--- src/rtl/gray_seq_counter.sv ---
// gray_seq_counter: sequenced up/down counter with valid/ready output.
// Define GRAY_OUT_EN to add a registered Gray-coded copy on gray_out.
module gray_seq_counter #(
  parameter int WIDTH = 4,
  parameter int LIMIT = 15,
  parameter int WRAP  = 0
) (
  input  logic             clk,
  input  logic             rst_n,
  input  logic             start,
  input  logic             stop,
  input  logic             dir,
  input  logic [WIDTH-1:0] load_val,
  output logic [WIDTH-1:0] bin_out,
  output logic             out_valid,
  input  logic             out_ready,
  output logic             busy,
`ifdef GRAY_OUT_EN
  output logic [WIDTH-1:0] gray_out,
`endif
  output logic             done
);

  localparam logic [WIDTH-1:0] LIM = WIDTH'(LIMIT);
  localparam logic [WIDTH-1:0] ONE = WIDTH'(1);

  typedef enum logic {
    IDLE,
    RUN
  } state_t;

  state_t           state;
  logic             up_q;
  logic             hs;
  logic             at_term;
  logic             go;
  logic             quit;
  logic             adv_step;
  logic             adv_term;
  logic [WIDTH-1:0] first;
  logic [WIDTH-1:0] bin_nxt;

  assign hs      = out_valid & out_ready;
  assign at_term = up_q ? (bin_out == LIM)
                        : (bin_out == '0);
  assign first   = (load_val > LIM) ? LIM
                                    : load_val;

  assign go       = (state == IDLE) & start & ~stop;
  assign quit     = (state == RUN) & stop;
  assign adv_step = (state == RUN) & ~stop
                  & hs & ~at_term;
  assign adv_term = (state == RUN) & ~stop
                  & hs & at_term;

  // A stop wins over a same-cycle handshake: value is frozen.
  always_comb begin
    bin_nxt = bin_out;
    unique case (1'b1)
      go:
        bin_nxt = first;
      adv_step:
        bin_nxt = up_q ? bin_out + ONE
                       : bin_out - ONE;
      adv_term && (WRAP != 0):
        bin_nxt = up_q ? '0 : LIM;
      default: ;
    endcase
  end

  always_ff @(posedge clk or negedge rst_n) begin
    if (!rst_n) begin
      state     <= IDLE;
      up_q      <= 1'b1;
      bin_out   <= '0;
      out_valid <= 1'b0;
      busy      <= 1'b0;
      done      <= 1'b0;
    end else begin
      bin_out <= bin_nxt;
      done    <= 1'b0;
      unique case (1'b1)
        go: begin
          state     <= RUN;
          up_q      <= dir;
          out_valid <= 1'b1;
          busy      <= 1'b1;
        end
        quit: begin
          state     <= IDLE;
          out_valid <= 1'b0;
          busy      <= 1'b0;
        end
        adv_term && (WRAP == 0): begin
          state     <= IDLE;
          out_valid <= 1'b0;
          busy      <= 1'b0;
          done      <= 1'b1;
        end
        default: ;
      endcase
    end
  end

`ifdef GRAY_OUT_EN
  always_ff @(posedge clk or negedge rst_n) begin
    if (!rst_n) begin
      gray_out <= '0;
    end else begin
      gray_out <= bin_nxt ^ (bin_nxt >> 1);
    end
  end
`endif

endmodule

--- config.mk ---
export PLATFORM = sky130hd
export DESIGN_NAME = gray_seq_counter
export DESIGN_NICKNAME = d
export VERILOG_FILES = /design/src/rtl/gray_seq_counter.sv
export SDC_FILE = /design/constraint.sdc
export NUM_CORES = 1
export LEC_CHECK = 0
export BUFFER_PORTS_ARGS = -buffer_cell sky130_fd_sc_hd__buf_2
export CAP_MARGIN = 10
export CORE_AREA = 2 2 39 41
export DETAILED_ROUTE_END_ITERATION = 12
export DIE_AREA = 0 0 41 43
export PLACE_DENSITY = 0.59
export SLEW_MARGIN = 40
export SYNTH_ARGS = -nofsm -noshare
export SYNTH_HDL_FRONTEND = slang
export SYNTH_SLANG_ARGS = --single-unit
--- constraint.sdc ---
create_clock -name clk -period 2.6 [get_ports clk]
set_input_delay 0.13 -clock clk [delete_from_list [all_inputs] [get_ports clk]]
set_output_delay 0.13 -clock clk [all_outputs]
set_load 0.05 [all_outputs]
==> results of run 1 <==
[sequential cells by signal (all words and copies together), names as in the netlist]
signal,cells
bin_out,4
busy,1
done,1
up_q,1
[what timing repair did]
| action | in CTS | in global routing |
|---|---|---|
| setup endpoints to repair | 0 | 0 |
| hold buffers | 1 | 0 |
| hold endpoints to repair | 7 | 0 |
[metrics by stage]
| stage | hold WS [ns] | setup WS, ns | cells | area (um2) |
|---|---|---|---|---|
| 2_1_floorplan | -0.166 | 0.652 | 40 | 435 |
| 3_3_place_gp | -0.0300 | 0.705 | 71 | 528 |
| 3_5_place_dp | -0.0310 | 0.689 | 71 | 528 |
| 4_1_cts | 0.0772 | 0.676 | 76 | 564 |
| 5_1_grt | 0.0726 | 0.588 | 76 | 564 |
| 6_report | 0.0832 | 0.690 | 76 | 564 |
[Yosys cell counts]
cell     instances
a21oi_2          1
nor3_1           1
nand3_1          1
mux2i_1          2
nor2_1           3
dfstp_2          1
and2b_2          1
buf_4            1
o221a_1          1
nand2_1          3
nor4_1           1
and2_2           1
and4_1           1
xnor2_1          2
nor3b_2          1
ha_1             2
dfrtp_1          6
a21o_2           1
a221o_2          2
a21oi_1          1
o21ba_1          1
fa_1             1
o21ai_0          2
and3b_1          1
inv_1            2
[power by group]
group          switching (mW)  leakage (nW)  internal, mW  total, mW
clock network          0.0371        0.0150        0.0584     0.0955
logic                   0.145         0.177        0.0861      0.231
registers              0.0363        0.0844         0.134      0.171
[path summary, 6_finish.rpt]
check	start	end	slack [ns]
max in group asynchronous	rst_n	up_q	2.13
hold reg to reg	busy	busy	0.62
hold / removal	stop	busy	0.08
setup reg to reg	up_q	bin_out[3]	0.69
min in group asynchronous	rst_n	done	0.24
setup / recovery	up_q	bin_out[3]	0.69
[critical path: stages (launching register included)]
cell and delay, ns:
dfstp_2 0.51, inv_1 0.11, ha_1 0.30, a21o_2 0.21
a21oi_1 0.16, xnor2_1 0.10, o21ba_1 0.18, o221a_1 0.22
[final cells by class]
| cell class | count | share of cell area [%] |
|---|---|---|
| repair buffers | 17 | 16.0 |
| inverters | 2 | 1.33 |
| clock buffers | 4 | 4.66 |
| well taps | 16 | 3.55 |
| multi-input cells | 30 | 43.2 |
| flip-flops and latches | 7 | 31.3 |
[kinds of logic after synthesis]
family / after synthesis / share of synthesized area (%)
adder cells (fa/ha/maj): 3 / 10.3
XOR/XNOR: 2 / 4.02
buffers and inverters: 3 / 3.45
multiplexers: 2 / 4.60
flip-flops: 7 / 40.5
AO/OA/AOI/OAI: 9 / 17.5
AND/OR/NAND/NOR: 14 / 19.5
[metal layers]
layer / vias to the layer above / global-route usage [%] / part of all wire (%)
met4: 0 / 12.0 / 2.4
met5: - / 0 / 0
met1: 180 / 14.4 / 44
li1: 184 / - / -
met3: 2 / 3.14 / 6.6
met2: 17 / 20.0 / 47
==> flow_summary.toml, run 1 <==
[clocking]
clockBufferDepth = 2
cts.sinks = 7
clock_tree.htree_level_count = 1
cts_resized = 0
post_cts_buffers = 0
cts_buffers = 3
cts_root_buffer = "clkbuf_4"
cts_tree = "built"
clock_latency_ns = 0.25
clk_pin_slew_ns = 0.05

[placement]
io_buffer_count = 16
gp_congestion = 0.768
dp_hpwl_um = 710

[layout]
mostFrequentLayoutCell = "buf_2"
final_cell_mix = "16 x buf_2, 6 x dfrtp_1, 3 x nand2_1, 3 x nor2_1, 3 x clkbuf_4"
num_antenna_cells = 0
layout-drive-gt1-share_pct = 45.0
multiInputGateArea_um2 = 244
fillers = 141
finish.utilization_pct = 40.8
area_delta_synth_final_pct = 29.6
seq_area_um2 = 176
finalNetCount = 74

[pwr]
irDropWorstVdd_uv = 333
powerDensity_mw_per_mm2 = 880
power.total_mw = 0.497
p_leak_nw = 0.276

[critical_path]
reg2reg_depth = 7
end_kind = "register"
path_class = "reg -> reg"
critPathArrivalTime_ns = 2.04
cp_data_required_time_ns = 2.73
worstPathMaxFanout = 6
startpoint_type = "register"

[floorplanning]
pin_count = 17
start_util_pct = 31.5
core_area_mm2 = 0.00138
row_count = 14
dieArea_mm2 = 0.00176
die_w_um = 41
die_y_um = 43

[synth]
synth_top_area_cell = "dfrtp_1"
syn_area_um2 = 435
synth_area_per_cell_um2 = 10.9
ys_types = 25
netlist.area_leader.share_pct = 34.5
syn_nets = 53
yosys-top-cells-area = "dfrtp_1 34%, dfstp_2 6.0%, ha_1 5.7%, a221o_2 5.2%, fa_1 4.6%"
ys_seq_area_share_pct = 40.5
synthCells = 40
synth_seq_cells = 7
ys.warnings.count = 0

[grt]
grt_usage_pct = 13.3
antenna_found_initial = 0
grt_pass1_wl_mm = 1.49
grt_pass1_vias = 362
grt_max_degree = 8
overflow = 0

[sta]
period_needed_ns = 1.91
final_hold_viol_count = 0
relSlewSlack_pct = 64.0
post-route-period-util_pct = 73.5
max_freq_mhz = 524
setup_viol = 0
worst_clock_skew_ns = 0.00375
slew_viol_final = 0
rsz0062_at_grt = "no"
worstMarginPinSlew_ns = 0.538
tns_ns = 0

[routing]
via_count = 383
via_per_inst = 5.04
remaining_drc_errors = 0
wirelength_um = 929
wire_per_inst_um = 12.2
drt_iter0_drc = 7
antenna_left = 0
dr.pass1.iters = 4

[min_path]
holdPathStages = 2
min_path_type = "in -> reg"

[run_status]
status = "completed"

[job]
drv_cap = 0
(Power assumes the default switching activity.)
==> run 2: changes to the inputs <==
--- a/config.mk
+++ b/config.mk
@@ -5,12 +5,13 @@
 export SDC_FILE = /design/constraint.sdc
 export NUM_CORES = 1
 export LEC_CHECK = 0
+export ABC_AREA = 1
 export BUFFER_PORTS_ARGS = -buffer_cell sky130_fd_sc_hd__buf_2
 export CAP_MARGIN = 10
 export CORE_AREA = 2 2 39 41
 export DETAILED_ROUTE_END_ITERATION = 12
 export DIE_AREA = 0 0 41 43
-export PLACE_DENSITY = 0.59
+export PLACE_DENSITY = 0.66
 export SLEW_MARGIN = 40
 export SYNTH_ARGS = -nofsm -noshare
 export SYNTH_HDL_FRONTEND = slang
==> constraint.sdc (replaced) <==
create_clock -name clk -period 1.6 [get_ports clk]
set_input_delay 0.08 -clock clk [delete_from_list [all_inputs] [get_ports clk]]
set_output_delay 0.08 -clock clk [all_outputs]
set_load 0.05 [all_outputs]
==> flow_summary.toml, run 2 <==
[clocking]
cts_tree = "built"
clock_latency_ns = 0.25
cts.sinks = 7
clk_pin_slew_ns = 0.05
clockBufferDepth = 2
cts_root_buffer = "clkbuf_4"
cts_buffers = 3
post_cts_buffers = 0
clock_tree.htree_level_count = 1

[critical_path]
cp_data_required_time_ns = 1.73
worstPathMaxFanout = 4
end_kind = "register"
reg2reg_depth = 6
startpoint_type = "register"
critPathArrivalTime_ns = 1.62
path_class = "reg -> reg"

[pwr]
irDropWorstVdd_uv = 677
p_int_mw = 0.453
power_frac_clock_pct = 18.8
pwr-share-seq_pct = 32.2
p_switching_mw = 0.382
switching_share_pct = 45.8
p_leak_nw = 0.357
powerDensity_mw_per_mm2 = 1310
p_comb_share_pct = 48.9

[synth]
synth.most_common_cell = "nand2_1"
ys_types = 20
synth_commonest_cells = "22 x nand2_1, 7 x inv_1, 7 x nand3_1, 6 x dfrtp_1, 5 x nor2_1"
syn_nets = 78
yosys-top-cells-area = "dfrtp_1 31%, nand2_1 17%, nand3_1 7.1%, dfstp_2 5.4%, inv_1 5.4%"
ys.warnings.count = 0
netlist.area_leader.share_pct = 30.6
async_flop_share_pct = 100
ys_seq_area_share_pct = 36.0
synth_top_area_cell = "dfrtp_1"
synth_edf_count = 0
synth_area_per_cell_um2 = 7.55
synth_seq_cells = 7
ys.flop_type = "dfrtp_1"
synthCells = 65
syn_area_um2 = 490

[sta]
relSlewSlack_pct = 84.1
post-route-period-util_pct = 93.3
worst_clock_skew_ns = 0.00505
rsz0062_at_grt = "no"
period_needed_ns = 1.49
max_freq_mhz = 670
final_hold_viol_count = 0
slew_viol_final = 0
setup_viol = 0
tns_ns = 0
worstMarginPinSlew_ns = 0.239
layout_setup_ws_ns = 0.107

[grt]
grt_max_degree = 8
overflow = 0
grt_pass1_wl_mm = 1.76
antenna_found_initial = 0
grt_pass1_vias = 423
grt_usage_pct = 15.4

[layout]
layout-drive-gt1-share_pct = 31.4
finalNetCount = 100
final_cell_mix = "22 x nand2_1, 16 x buf_2, 7 x nand3_1"
mostFrequentLayoutCell = "nand2_1"
num_antenna_cells = 0
largest_register_ffs = 4
final_area_um2 = 639
top_register = "bin_out"
area_delta_synth_final_pct = 30.4

[run_status]
status = "completed"

[placement]
post-place-ws_ns = 0.0310
dp_hpwl_um = 826
io_buffer_count = 16
placed_area_um2 = 591
gp_congestion = 0.766

[floorplanning]
start_util_pct = 35.4
die_w_um = 41
core_area_mm2 = 0.00138
die_y_um = 43
dieArea_mm2 = 0.00176
row_count = 14
pin_count = 17

[routing]
dr.pass1.iters = 4
via_per_inst = 4.63
drt_iter0_drc = 4
via_count = 472
wirelength_mm = 1.00
remaining_drc_errors = 0
antenna_left = 0
wire_per_inst_um = 9.83

[job]
drv_cap = 0

[min_path]
min_path_type = "in -> reg"
holdPathStages = 3
run 2: cell types whose count changed in the layout (fill, tap and decap cells not counted), moves of 2 or more:
| cell | before | now |
|---|---|---|
| nor2_1 | 3 | 5 |
| inv_1 | 2 | 6 |
| mux2i_1 | 2 | 0 |
| xnor2_1 | 2 | 0 |
| nand3_1 | 1 | 7 |
| a221o_2 | 2 | 0 |
| nand2_1 | 3 | 22 |
run 2: cell families after synthesis:
| kind of cell | after synthesis | share of synthesized area (%) |
|---|---|---|
| and+or+nand+nor | 40 | 40.3 |
| adders and majority gates | 3 | 9.18 |
| buffers and inverters | 9 | 7.65 |
| AOI/OAI and AO/OA | 5 | 5.10 |
| DFF | 7 | 36.0 |
| xor gates and xnor gates | 1 | 1.79 |
run 2: power groups by stage:
| stage | clock, mW | combinational [mW] | sequential (mW) |
|---|---|---|---|
| floorplan | 0 | 0.202 | 0.367 |
| global placement | 0 | 0.395 | 0.269 |
| detailed placement | 0 | 0.399 | 0.268 |
| CTS | 0.163 | 0.402 | 0.266 |
| global route | 0.178 | 0.463 | 0.280 |
| finish | 0.157 | 0.409 | 0.269 |
run 2: what timing repair did:
item,4_1_cts,5_1_grt
hold buffers,1,0
gates resized for setup,0,2
setup endpoints to repair,0,1
endpoints found under the hold margin,7,0
run 2: metal layers:
layer	track usage, %	up-vias	share of wire, %	wire, um
li1	-	247	-	-
met1	19.3	211	42	426
met2	21.9	12	49	494
met3	7.85	2	6.5	65
met4	6.00	0	1.5	15
met5	0	-	0	0
run 2: final cells by class:
| class | instances | area [um2] |
|---|---|---|
| fillers | 145 | 744 |
| multi-input cells | 49 | 289 |
| flip-flops and latches | 7 | 176 |
| repair buffers | 18 | 97.6 |
| inverters | 8 | 30.0 |
| clock buffers | 4 | 26.3 |
| well taps | 16 | 20.0 |
run 2: critical path, stage by stage (launching register included):
cell     delay [ns]
dfstp_2        0.54
inv_2          0.06
buf_4          0.13
fa_1           0.36
xor2_1         0.15
nand2_1        0.06
nand3_1        0.07
run 2: final timing paths:
| check | startpoint | endpoint | slack [ns] |
|---|---|---|---|
| setup reg to reg | up_q | bin_out[2] | 0.11 |
| min in group asynchronous | rst_n | bin_out[3] | 0.19 |
| hold reg to reg | bin_out[3] | bin_out[3] | 0.58 |
| max in group asynchronous | rst_n | up_q | 1.18 |
| hold / removal | load_val[1] | bin_out[1] | 0.05 |
| setup / recovery | up_q | bin_out[2] | 0.11 |
run 2: metrics by stage:
step | hold slack, ns | utilization (%) | total power, mW | cells
3_5_place_dp | -0.0821 | 42.7 | 0.667 | 97
6_report | 0.0533 | 46.2 | 0.836 | 102
2_1_floorplan | -0.216 | - | 0.569 | 65
4_1_cts | 0.0494 | 45.3 | 0.831 | 102
5_1_grt | 0.0502 | 46.2 | 0.920 | 102
3_3_place_gp | -0.0777 | 42.7 | 0.664 | 97
==> run 3: changes to the inputs <==
--- a/config.mk
+++ b/config.mk
@@ -9,9 +9,10 @@
 export BUFFER_PORTS_ARGS = -buffer_cell sky130_fd_sc_hd__buf_2
 export CAP_MARGIN = 10
 export CORE_AREA = 2 2 39 41
+export CTS_BUF_LIST = sky130_fd_sc_hd__clkbuf_4
 export DETAILED_ROUTE_END_ITERATION = 12
 export DIE_AREA = 0 0 41 43
-export PLACE_DENSITY = 0.66
+export PLACE_DENSITY = 0.64
 export SLEW_MARGIN = 40
 export SYNTH_ARGS = -nofsm -noshare
 export SYNTH_HDL_FRONTEND = slang
==> constraint.sdc (replaced) <==
create_clock -name clk -period 1.9 [get_ports clk]
set_input_delay 0.095 -clock clk [delete_from_list [all_inputs] [get_ports clk]]
set_output_delay 0.095 -clock clk [all_outputs]
set_load 0.05 [all_outputs]
==> flow_summary.toml, run 3 (synthesized netlist as in run 2, its figures left out) <==
[run_status]
status = "completed"

[routing]
via_count = 473
wirelength_um = 955
antenna_left = 0
drt_iter0_drc = 16
wire_per_inst_um = 9.46
remaining_drc_errors = 0
via_per_inst = 4.68
dr.pass1.iters = 4

[sta]
worstMarginPinSlew_ns = 0.249
setup_viol = 0
tns_ns = 0
worst_clock_skew_ns = 0.00298
slew_viol_final = 0
rsz0062_at_grt = "no"
period_needed_ns = 1.61
relSlewSlack_pct = 83.5
final_hold_viol_count = 0
post-route-period-util_pct = 84.5
max_freq_mhz = 623

[critical_path]
cp_num_cells = 9
worstPathMaxFanout = 5
cpMostUsedCell = "nand2_1"
end_kind = "register"
critPathArrivalTime_ns = 1.74
max_stage_delay_ns = 0.54
path_class = "reg -> reg"
cp_cell_sequence = "inv_1 -> ha_1 -> or2_1 -> nand2_1 -> nand2_1 -> nand2_1 -> nand2_2 -> nand2_1 -> nand2_1"
cp_data_required_time_ns = 2.04
crit_family = "simple AND/OR/NAND/NOR gates"
startpoint_type = "register"
reg2reg_depth = 9
cp_slowest_cell = "dfstp_2"
timing.critical_path.buf_inv = 1

[grt]
grt_pass1_wl_mm = 1.59
grt_util_met3_pct = 7.85
use_met2_pct = 20.6
grt_usage_pct = 13.2
grt.met1_usage_pct = 15.3
grt.busiest_layer = "met2"
grt_pass1_vias = 426
antenna_found_initial = 0
overflow = 0
grt_max_degree = 8

[floorplanning]
core_area_mm2 = 0.00138
die_w_um = 41
start_util_pct = 35.4
pin_count = 17
dieArea_mm2 = 0.00176
die_y_um = 43
row_count = 14

[layout]
seq_area_um2 = 176
area_delta_synth_final_pct = 27.0
final_cells = 101
top_register = "bin_out"
multiInputGateArea_um2 = 277
mostFrequentLayoutCell = "nand2_1"
final_cell_mix = "22 x nand2_1, 16 x buf_2, 7 x inv_1, 7 x nand3_1, 6 x dfrtp_1"
num_antenna_cells = 0
layout-drive-gt1-share_pct = 29.4
fillers = 154
final_area_um2 = 623
largest_register_ffs = 4
finalNetCount = 99

[pwr]
powerDensity_mw_per_mm2 = 1110
irDropWorstVdd_uv = 540
p_leak_nw = 0.356

[clocking]
clock_latency_ns = 0.25
post_cts_buffers = 0
hold_buffers = 1
clock_tree.htree_level_count = 1
clockBufferDepth = 2
cts_tree = "built"
cts.sinks = 7
cts_root_buffer = "clkbuf_4"
clk_pin_slew_ns = 0.05
cts_buffers = 3
cts_resized = 0

[job]
drv_cap = 0

[min_path]
holdPathStages = 3
min_path_type = "in -> reg"

[placement]
dpl.cell_count = 96
dp_hpwl_um = 793
gp_congestion = 0.722
placed_area_um2 = 583
io_buffer_count = 16
## run 3: per-layer routing
metal | up-vias | part of all wire (%)
li1 | 245 | -
met1 | 211 | 43
met2 | 17 | 49
met3 | 0 | 7.5
met4 | 0 | 0
met5 | - | 0
## run 3: tightest hold or removal path: cells and delay by family
| family | cells | cell delay (ns) |
|---|---|---|
| AND/OR/NAND/NOR | 2 | 0.11 |
| buffers and inverters | 1 | 0.07 |
## run 3: power breakdown
group / internal [mW] / switching, mW
Clock: 0.0940 / 0.0493
Combinational: 0.106 / 0.218
Sequential: 0.181 / 0.0418
Total: 0.382 / 0.310
## run 3: final timing paths
check,startpoint,end,slack (ns)
min in group asynchronous,rst_n,bin_out[3],0.21
hold / removal,load_val[2],bin_out[2],0.07
max in group asynchronous,rst_n,up_q,1.46
hold reg to reg,bin_out[2],bin_out[2],0.57
setup / recovery,up_q,bin_out[3],0.29
setup reg to reg,up_q,bin_out[3],0.29
## run 3: through the flow
stage                     worst slack [ns]  hold WS (ns)  utilization [%]  power [mW]
after CTS                            0.278        0.0620             45.0       0.704
after global placement               0.319       -0.0661             42.1       0.548
after detailed placement             0.289       -0.0665             42.1       0.555
after floorplan                      0.303        -0.201                -       0.479
final                                0.294        0.0659             45.0       0.691
after global routing                 0.152        0.0648             45.0       0.762
## run 3: area by class of cell
class                   count  share of cell area [%]
clock buffers               4                    4.82
well taps                  16                    3.21
multi-input cells          49                    44.4
flip-flops and latches      7                    28.3
inverters                   8                    4.82
repair buffers             17                    14.5
